<file path="config.mk">
export PLATFORM = sky130hd
export DESIGN_NAME = cache_ctrl
export DESIGN_NICKNAME = d
export VERILOG_FILES = /design/src/rtl/cache_pkg.sv /design/src/rtl/sat_counter.sv /design/src/rtl/cache_ctrl.sv
export SDC_FILE = /design/constraint.sdc
export NUM_CORES = 1
export LEC_CHECK = 0
export BUFFER_PORTS_ARGS = -buffer_cell sky130_fd_sc_hd__buf_4
export CAP_MARGIN = 15
export CORE_MARGIN = 5
export CORE_UTILIZATION = 40
export DETAILED_ROUTE_END_ITERATION = 16
export PLACE_DENSITY = 0.72
export SYNTH_ARGS = -nofsm -noshare
export SYNTH_HDL_FRONTEND = slang
export SYNTH_SLANG_ARGS = --single-unit
</file>
<file path="constraint.sdc">
create_clock -name clk -period 4.4 [get_ports clk]
set_input_delay 0 -clock clk [delete_from_list [all_inputs] [get_ports clk]]
set_output_delay 0 -clock clk [all_outputs]
set_load 0.05 [all_outputs]
</file>
<file path="src/rtl/cache_pkg.sv">
// Shared state encoding and default widths for the cache controller and cache array.
package cache_pkg;

  localparam int CACHE_ADDR_W = 8;
  localparam int CACHE_DATA_W = 8;
  localparam int CACHE_CNT_W  = 16;

  // One-hot encoding: any other pattern is illegal and decodes to no active output.
  typedef enum logic [5:0] {
    ST_IDLE   = 6'b000001,
    ST_LOOKUP = 6'b000010,
    ST_MEM_RD = 6'b000100,
    ST_FILL   = 6'b001000,
    ST_MEM_WR = 6'b010000,
    ST_RESP   = 6'b100000
  } state_e;

endpackage

</file>
<file path="src/rtl/sat_counter.sv">
// Saturating up-counter with synchronous clear; holds at all-ones.
module sat_counter #(
  parameter int WIDTH = 16
) (
  input  logic             clk,
  input  logic             rst,
  input  logic             inc,
  input  logic             clr,
  output logic [WIDTH-1:0] count
);

  logic [WIDTH-1:0] count_q, count_d;

  always_comb begin
    count_d = count_q;
    if (clr) begin
      count_d = '0;
    end else if (inc && (count_q != {WIDTH{1'b1}})) begin
      count_d = count_q + 1'b1;
    end
  end

  always_ff @(posedge clk or negedge rst) begin
    if (!rst) begin
      count_q <= '0;
    end else begin
      count_q <= count_d;
    end
  end

  assign count = count_q;

endmodule

</file>
<file path="src/rtl/cache_ctrl.sv">
// Cache controller: read-allocate / write-through-no-allocate sequencing between CPU, array and memory.
// Optional hit/miss statistics counters are built when CACHE_CTRL_STATS_EN is defined.
module cache_ctrl
  import cache_pkg::*;
#(
  parameter int ADDR_WIDTH = CACHE_ADDR_W,
  parameter int DATA_WIDTH = CACHE_DATA_W
`ifdef CACHE_CTRL_STATS_EN
  ,
  parameter int CNT_WIDTH  = CACHE_CNT_W
`endif
) (
  input  logic                  clk,
  input  logic                  rst,
  input  logic                  cpu_req,
  input  logic                  cpu_we,
  input  logic [ADDR_WIDTH-1:0] cpu_addr,
  input  logic [DATA_WIDTH-1:0] cpu_wdata,
  output logic [DATA_WIDTH-1:0] cpu_rdata,
  output logic                  cpu_ack,
  output logic [ADDR_WIDTH-1:0] c_addr,
  input  logic                  c_hit,
  input  logic [DATA_WIDTH-1:0] c_rdata,
  output logic                  c_fill,
  output logic                  c_update,
  output logic [DATA_WIDTH-1:0] c_wdata,
  output logic                  mem_req,
  output logic                  mem_we,
  output logic [ADDR_WIDTH-1:0] mem_addr,
  output logic [DATA_WIDTH-1:0] mem_wdata,
  input  logic [DATA_WIDTH-1:0] mem_rdata,
  input  logic                  mem_ack
`ifdef CACHE_CTRL_STATS_EN
  ,
  output logic [CNT_WIDTH-1:0]  stat_hits,
  output logic [CNT_WIDTH-1:0]  stat_misses
`endif
);

  state_e                state_q, state_d;
  logic                  we_q, we_d;
  logic [ADDR_WIDTH-1:0] addr_q, addr_d;
  logic [DATA_WIDTH-1:0] wdata_q, wdata_d;
  logic [DATA_WIDTH-1:0] rdata_q, rdata_d;

  always_ff @(posedge clk or negedge rst) begin
    if (!rst) begin
      state_q <= ST_IDLE;
      we_q    <= 1'b0;
      addr_q  <= '0;
      wdata_q <= '0;
      rdata_q <= '0;
    end else begin
      state_q <= state_d;
      we_q    <= we_d;
      addr_q  <= addr_d;
      wdata_q <= wdata_d;
      rdata_q <= rdata_d;
    end
  end

  always_comb begin
    state_d = state_q;
    we_d    = we_q;
    addr_d  = addr_q;
    wdata_d = wdata_q;
    rdata_d = rdata_q;
    case (state_q)
      ST_IDLE: begin
        if (cpu_req) begin
          we_d    = cpu_we;
          addr_d  = cpu_addr;
          wdata_d = cpu_wdata;
          state_d = ST_LOOKUP;
        end
      end
      ST_LOOKUP: begin
        if (we_q) begin
          // Writes echo their own data back on the acknowledge.
          rdata_d = wdata_q;
          state_d = ST_MEM_WR;
        end else if (c_hit) begin
          rdata_d = c_rdata;
          state_d = ST_RESP;
        end else begin
          state_d = ST_MEM_RD;
        end
      end
      ST_MEM_RD: begin
        if (mem_ack) begin
          rdata_d = mem_rdata;
          state_d = ST_FILL;
        end
      end
      ST_FILL:   state_d = ST_RESP;
      ST_MEM_WR: begin
        if (mem_ack) begin
          state_d = ST_RESP;
        end
      end
      ST_RESP:   state_d = ST_IDLE;
      default:   state_d = ST_IDLE;
    endcase
  end

  // Outputs decode from state and latches only; c_update alone depends on the array's hit.
  assign cpu_ack   = (state_q == ST_RESP);
  assign cpu_rdata = rdata_q;
  assign c_addr    = addr_q;
  assign c_fill    = (state_q == ST_FILL);
  assign c_update  = (state_q == ST_LOOKUP) && we_q && c_hit;
  assign c_wdata   = (state_q == ST_FILL) ? rdata_q : wdata_q;
  assign mem_req   = (state_q == ST_MEM_RD) || (state_q == ST_MEM_WR);
  assign mem_we    = (state_q == ST_MEM_WR);
  assign mem_addr  = addr_q;
  assign mem_wdata = wdata_q;

`ifdef CACHE_CTRL_STATS_EN
  logic lookup;
  assign lookup = (state_q == ST_LOOKUP);

  sat_counter #(.WIDTH(CNT_WIDTH)) u_hits (
    .clk   (clk),
    .rst   (rst),
    .inc   (lookup && c_hit),
    .clr   (1'b0),
    .count (stat_hits)
  );

  sat_counter #(.WIDTH(CNT_WIDTH)) u_misses (
    .clk   (clk),
    .rst   (rst),
    .inc   (lookup && !c_hit),
    .clr   (1'b0),
    .count (stat_misses)
  );
`endif

endmodule

</file>
==> results of run 1 <==
worst max-delay path, delay by kind of cell, from the launching register on:
kind | cells | cell delay (ns)
buf+inv | 2 | 0.55
simple gates | 4 | 1.20
flops | 1 | 0.43
synth_stat cells:
library cell and number:
mux2_2 40, o22ai_1 1, a22o_1 1, inv_1 2, nand3b_1 4, clkinv_1 1, and4b_1 1, clkbuf_1 2
o21bai_1 1, nor4_1 1, a2bb2oi_1 1, dfstp_2 1, mux2_1 1, xor2_1 1, and3_1 2, a31o_2 1
a211oi_4 1, nand2b_1 1, buf_4 8, nand4b_1 1, or4_4 1, nor2_1 7, nand2_1 25, dfrtp_1 30
nor4_2 2, nor3_1 1, nor2b_1 2, a21oi_1 1
stage by stage:
| step | util, % | instance area, um2 | cells | power (mW) |
|---|---|---|---|---|
| finish | 64.3 | 2570 | 290 | 2.37 |
| global route | 64.3 | 2570 | 290 | 2.49 |
| CTS | 64.3 | 2570 | 290 | 2.39 |
| detailed placement | 56.2 | 2250 | 263 | 2.04 |
| global placement | 56.2 | 2250 | 263 | 2.02 |
| floorplan | - | 1640 | 141 | 1.65 |
area by class of cell:
type,instances,area [um2],share of cell area [%]
Clock inverter,2,60.1,2.33
Clock buffer,6,72.6,2.82
Sequential cell,31,777,30.2
Timing Repair Buffer,101,806,31.3
Tap cell,50,62.6,2.43
Multi-Input combinational cell,97,783,30.4
Inverter,3,11.3,0.438
worst min path at each step:
stage,startpoint,end,slack (ns)
floorplan,rst,c_addr[0],-0.30
global placement,rst,cpu_rdata[3],-0.05
detailed placement,rst,cpu_rdata[3],-0.05
global route,cpu_req,state_q[3],0.03
finish,cpu_req,state_q[3],0.02
CTS,cpu_req,state_q[3],0.01
routing by layer:
metal  up-vias  share of wire [%]  track usage [%]
li1        683                  -                -
met1       706                 37             19.3
met2        45                 55             31.2
met3         6                6.7             5.68
met4         0                1.8             8.45
met5         -                  0                0
logic make-up (layout without fill, tap and decap cells):
logic type	count (synthesis)	after routing	share of synthesized area, %
AO/OA/AOI/OAI	7	7	3.97
XOR/XNOR	1	1	0.534
buffers and inverters	13	112	4.81
flip-flops	31	31	47.4
multiplexers	41	41	28.2
AND/OR/NAND/NOR	48	48	15.1
flip-flops by register name, indices dropped and copies added, names as in the netlist:
name,count
c_addr,8
cpu_rdata,8
mem_wdata,8
we_q,1
state_q,6
report_power, final:
group,internal (mW),switching (mW),leakage (nW),total (mW)
registers,0.422,0.147,0.375,0.570
logic,0.535,0.938,0.820,1.47
clock network,0.226,0.103,0.0654,0.329
==> results.yml, run 1 <==
synthesis:
  synth_largest_area_cell: "dfrtp_1"
  syn_area_per_cell_um2: 11.6
  syn_area_um2: 1640
  synth_seq_area_share_pct: 47.4
  yosysWarnings: 0
  synth.distinct_cells: 28
  yosys-top-cells-area: "dfrtp_1 (46%), mux2_2 (27%), nand2_1 (5.7%)"
  syn_inst: 141
  synth_top_area_share_pct: 45.8
  synth_seq_cells: 31
  synth_nets: 179
timing:
  tightest_slew_ns: 0.940
  final.setup_skew_ns: 0.00659
  slew_headroom_pct: 37.0
  finalCritPeriodShare_pct: 56.2
  finalMaxSlewViolations: 0
  fmax_mhz: 404
  period_minus_slack_ns: 2.47
  setup_viol: 0
  hold_ws_ns: 0.0179
  hold_viol_final: 0
  grt_setup_unrepaired: "false"
  layout_setup_ws_ns: 1.93
  setup_tns_ns: 0
floorplan:
  die-height_um: 74.0
  io_pins: 83
  initial_core_util_pct: 41.0
  dieArea_um2: 5480
  die_w_um: 74.0
  num_rows: 23
  design.core.area_um2: 4000
global_route:
  grt_max_degree: 32
  track_usage_pct: 17.8
  grt_first_pass_wirelength_um: 7180
  antenna_found_initial: 0
  grt_pass1_vias: 1494
  grt_remaining_overflow: 0
routing:
  vias: 1440
  drtIter0Drc: 25
  drc: 0
  ant_nets: 0
  wl_um: 4490
  viasPerCell: 4.97
  firstDrtPassIters: 4
  wire_per_inst_um: 15.5
cts:
  clk_latency_ns: 0.28
  cts_resized: 0
  clock_sinks: 31
  cts_tree: "yes"
  cts_post_setup_buffers_inserted: 0
  path_clk_slew_ns: 0.06
  cts-root-buf: "clkbuf_8"
  numCtsBuffers: 5
  cts.hold.buffers_added: 19
  clk_path_buf_depth: 2
  h-tree-depth: 2
final_layout:
  layout_commonest_cell: "buf_4"
  antennaDiodeCount: 0
  final_cell_mix: "buf_4 (82), mux2_2 (40), dfrtp_1 (30), nand2_1 (25), dlygate4sd3_1 (19)"
  final_nets: 277
  drive_above_1_share_pct: 56.3
  fillCellCount: 308
  area_growth_pct: 56.9
placement:
  numPortBuffers: 82
  hpwl_um: 3270
  routabilityCongestion: 0.818
  pre_cts_ws_ns: 2.02
setup_path:
  crit_path_start: "state_q[1]"
  path_cells: "nor4_2 > nand3b_1 > clkinv_1 > nand2_1 > nand2_1 > buf_4"
  cp-start-kind: "flip-flop"
  cp-endpoint: "c_wdata[0]"
  critPathCaptureType: "output pin"
  crit_required_ns: 4.40
  r2r-end: "c_addr[4]"
  critPathMaxFanout: 10
  critical_path_class: "flip-flop to output pin"
  critical-path-max-stage-delay_ns: 0.56
  cp_slowest_cell: "nor4_2"
  rrSetupSlack_ns: 2.08
  crit_top_cell: "nand2_1"
  cp.arrival_ns: 2.47
  reg2reg_from: "state_q[4]"
  worst_r2r_path_depth: 3
min_path:
  holdCritPathClass: "input pin to flip-flop"
  worstHoldPathCells: 3
power_and_ir_drop:
  power_leakage_nw: 1.26
  cellPowerDensity_nw_per_um2: 922
  vdd_drop_max_mv: 0.592
flow_run:
  max-cap-violations: 0
run_status:
  status: "completed"
No activity file was read; power rests on OpenSTA's default activity.
==> run 2, diff against run 1 <==
Clock period 4.4 ns to 2.5 ns, I/O delays scaled along.
==> run 2 against run 1 <==
Sequential share of layout area about the same. Die area unchanged. Non-clock buffer count increased by 3. Clock skew decreased by 0.0015 ns. Critical path depth decreased by 2. Design area decreased by 0.15%. First-iteration DRC count increased by 36%. Combinational power increased by 80%. Utilization decreased by 0.094 points. Cell count increased by 1.0%. Global-route usage increased by 1.1 points. Clock power increased by 47%. Largest power group unchanged.
==> results.yml, run 2 (synthesized netlist as in run 1, its figures left out) <==
run_status:
  status: "completed"
routing:
  vias: 1431
  wire_per_inst_um: 16.5
  firstDrtPassIters: 4
  drtIter0Drc: 34
  drc: 0
  ant_nets: 0
  wl_um: 4850
  viasPerCell: 4.88
final_layout:
  antennaDiodeCount: 0
  final_cell_mix: "buf_4 (85), mux2_2 (40), dfrtp_1 (30), nand2_1 (25), dlygate4sd3_1 (19)"
  final_nets: 280
  fillCellCount: 323
  layout_commonest_cell: "buf_4"
  area_growth_pct: 56.7
  drive_above_1_share_pct: 56.4
setup_path:
  crit_buf_inv: 0
  cp.arrival_ns: 2.37
  cp-start-kind: "flip-flop"
  critPathMaxFanout: 10
  critPathCaptureType: "flip-flop"
  cp_slowest_cell: "nor4_2"
  critical-path-max-stage-delay_ns: 0.57
  critical_path_class: "flip-flop to flip-flop"
  critical_path.top_delay_family: "simple AND/OR/NAND/NOR gates"
  path_cells: "nor4_2 > nand2_1 > mux2_2 > mux2_1"
  crit_required_ns: 2.66
timing:
  finalMaxSlewViolations: 0
  finalCritPeriodShare_pct: 88.3
  hold_viol_final: 0
  setup_tns_ns: 0
  slew_headroom_pct: 62.0
  fmax_mhz: 453
  grt_setup_unrepaired: "false"
  tightest_slew_ns: 0.566
  period_minus_slack_ns: 2.21
  final.setup_skew_ns: 0.00507
  setup_viol: 0
  hold_ws_ns: 0.0494
power_and_ir_drop:
  total_power_mw: 4.12
  cellPowerDensity_nw_per_um2: 1600
  vdd_drop_max_mv: 1.13
  power_leakage_nw: 1.26
placement:
  hpwl_um: 3490
  routabilityCongestion: 0.842
  numPortBuffers: 82
floorplan:
  design.core.area_um2: 4000
  num_rows: 23
  die-height_um: 74.0
  initial_core_util_pct: 41.0
  die_w_um: 74.0
  dieArea_um2: 5480
  io_pins: 83
cts:
  cts_resized: 0
  clock_sinks: 31
  numCtsBuffers: 5
  path_clk_slew_ns: 0.07
  h-tree-depth: 2
  cts-root-buf: "clkbuf_8"
  clk_path_buf_depth: 2
  clk_latency_ns: 0.28
  cts_tree: "yes"
global_route:
  track_usage_pct: 18.8
  grt_first_pass_wirelength_um: 7670
  grt_use_met1_pct: 21.6
  grt_use_met3_pct: 4.59
  busiest_layer: "met2"
  grt_max_degree: 32
  antenna_found_initial: 0
  grt_pass1_vias: 1570
  grt.met2_usage_pct: 34.0
  grt_remaining_overflow: 0
flow_run:
  max-cap-violations: 0
min_path:
  holdCritPathClass: "input pin to flip-flop"
## run 2: worst register-to-register path, delay by kind of cell, from the launching register on
family           cells  cell delay (ns)
DFF                  1             0.43
muxes                2             0.67
and+or+nand+nor      2             0.99
## run 2: worst paths after layout
kind | start | to | slack, ns | cells after the start
setup / recovery | state_q[1] | cpu_rdata[7] | 0.29 | 4
setup reg to reg | state_q[1] | cpu_rdata[7] | 0.29 | 4
hold reg to reg | cpu_rdata[7] | cpu_rdata[7] | 0.53 | 1
max in group asynchronous | rst | state_q[0] | 1.98 | 2
min in group asynchronous | rst | mem_wdata[2] | 0.18 | 2
hold / removal | cpu_req | state_q[3] | 0.05 | 3
## run 2: final cells by class
cell class	instances	area (um2)	area share, %
timing repair buffer	104	828	32.2
multi-input combinational	97	783	30.5
sequential	31	777	30.2
clock buffer	7	76.3	2.97
tap	50	62.6	2.44
clock inverter	1	30.0	1.17
inverter	3	11.3	0.438
## run 2: through the flow
step	cells	setup WS, ns	util, %	area (um2)
3_3_place_gp	266	0.368	56.8	2270
2_1_floorplan	141	0.479	-	1640
5_1_grt	293	0.162	64.2	2570
4_1_cts	293	0.277	64.2	2570
6_report	293	0.293	64.2	2570
3_5_place_dp	266	0.297	56.8	2270
## run 2: layer usage
| layer | vias to the layer above | share of wire (%) |
|---|---|---|
| met4 | 0 | 1.7 |
| met2 | 39 | 54 |
| met3 | 8 | 5.0 |
| met1 | 691 | 39 |
| li1 | 693 | - |
| met5 | - | 0 |
## run 2: power by group
group / leakage (nW) / internal (mW) / switching, mW
combinational: 0.833 / 0.954 / 1.68
sequential: 0.375 / 0.744 / 0.258
clock: 0.0524 / 0.298 / 0.184
## run 2: what timing repair did
action / in CTS / in global routing
hold buffers: 19 / 0
buffers inserted: 0 / 0
endpoints found under the setup margin: 0 / 0
hold endpoints to repair: 49 / 0
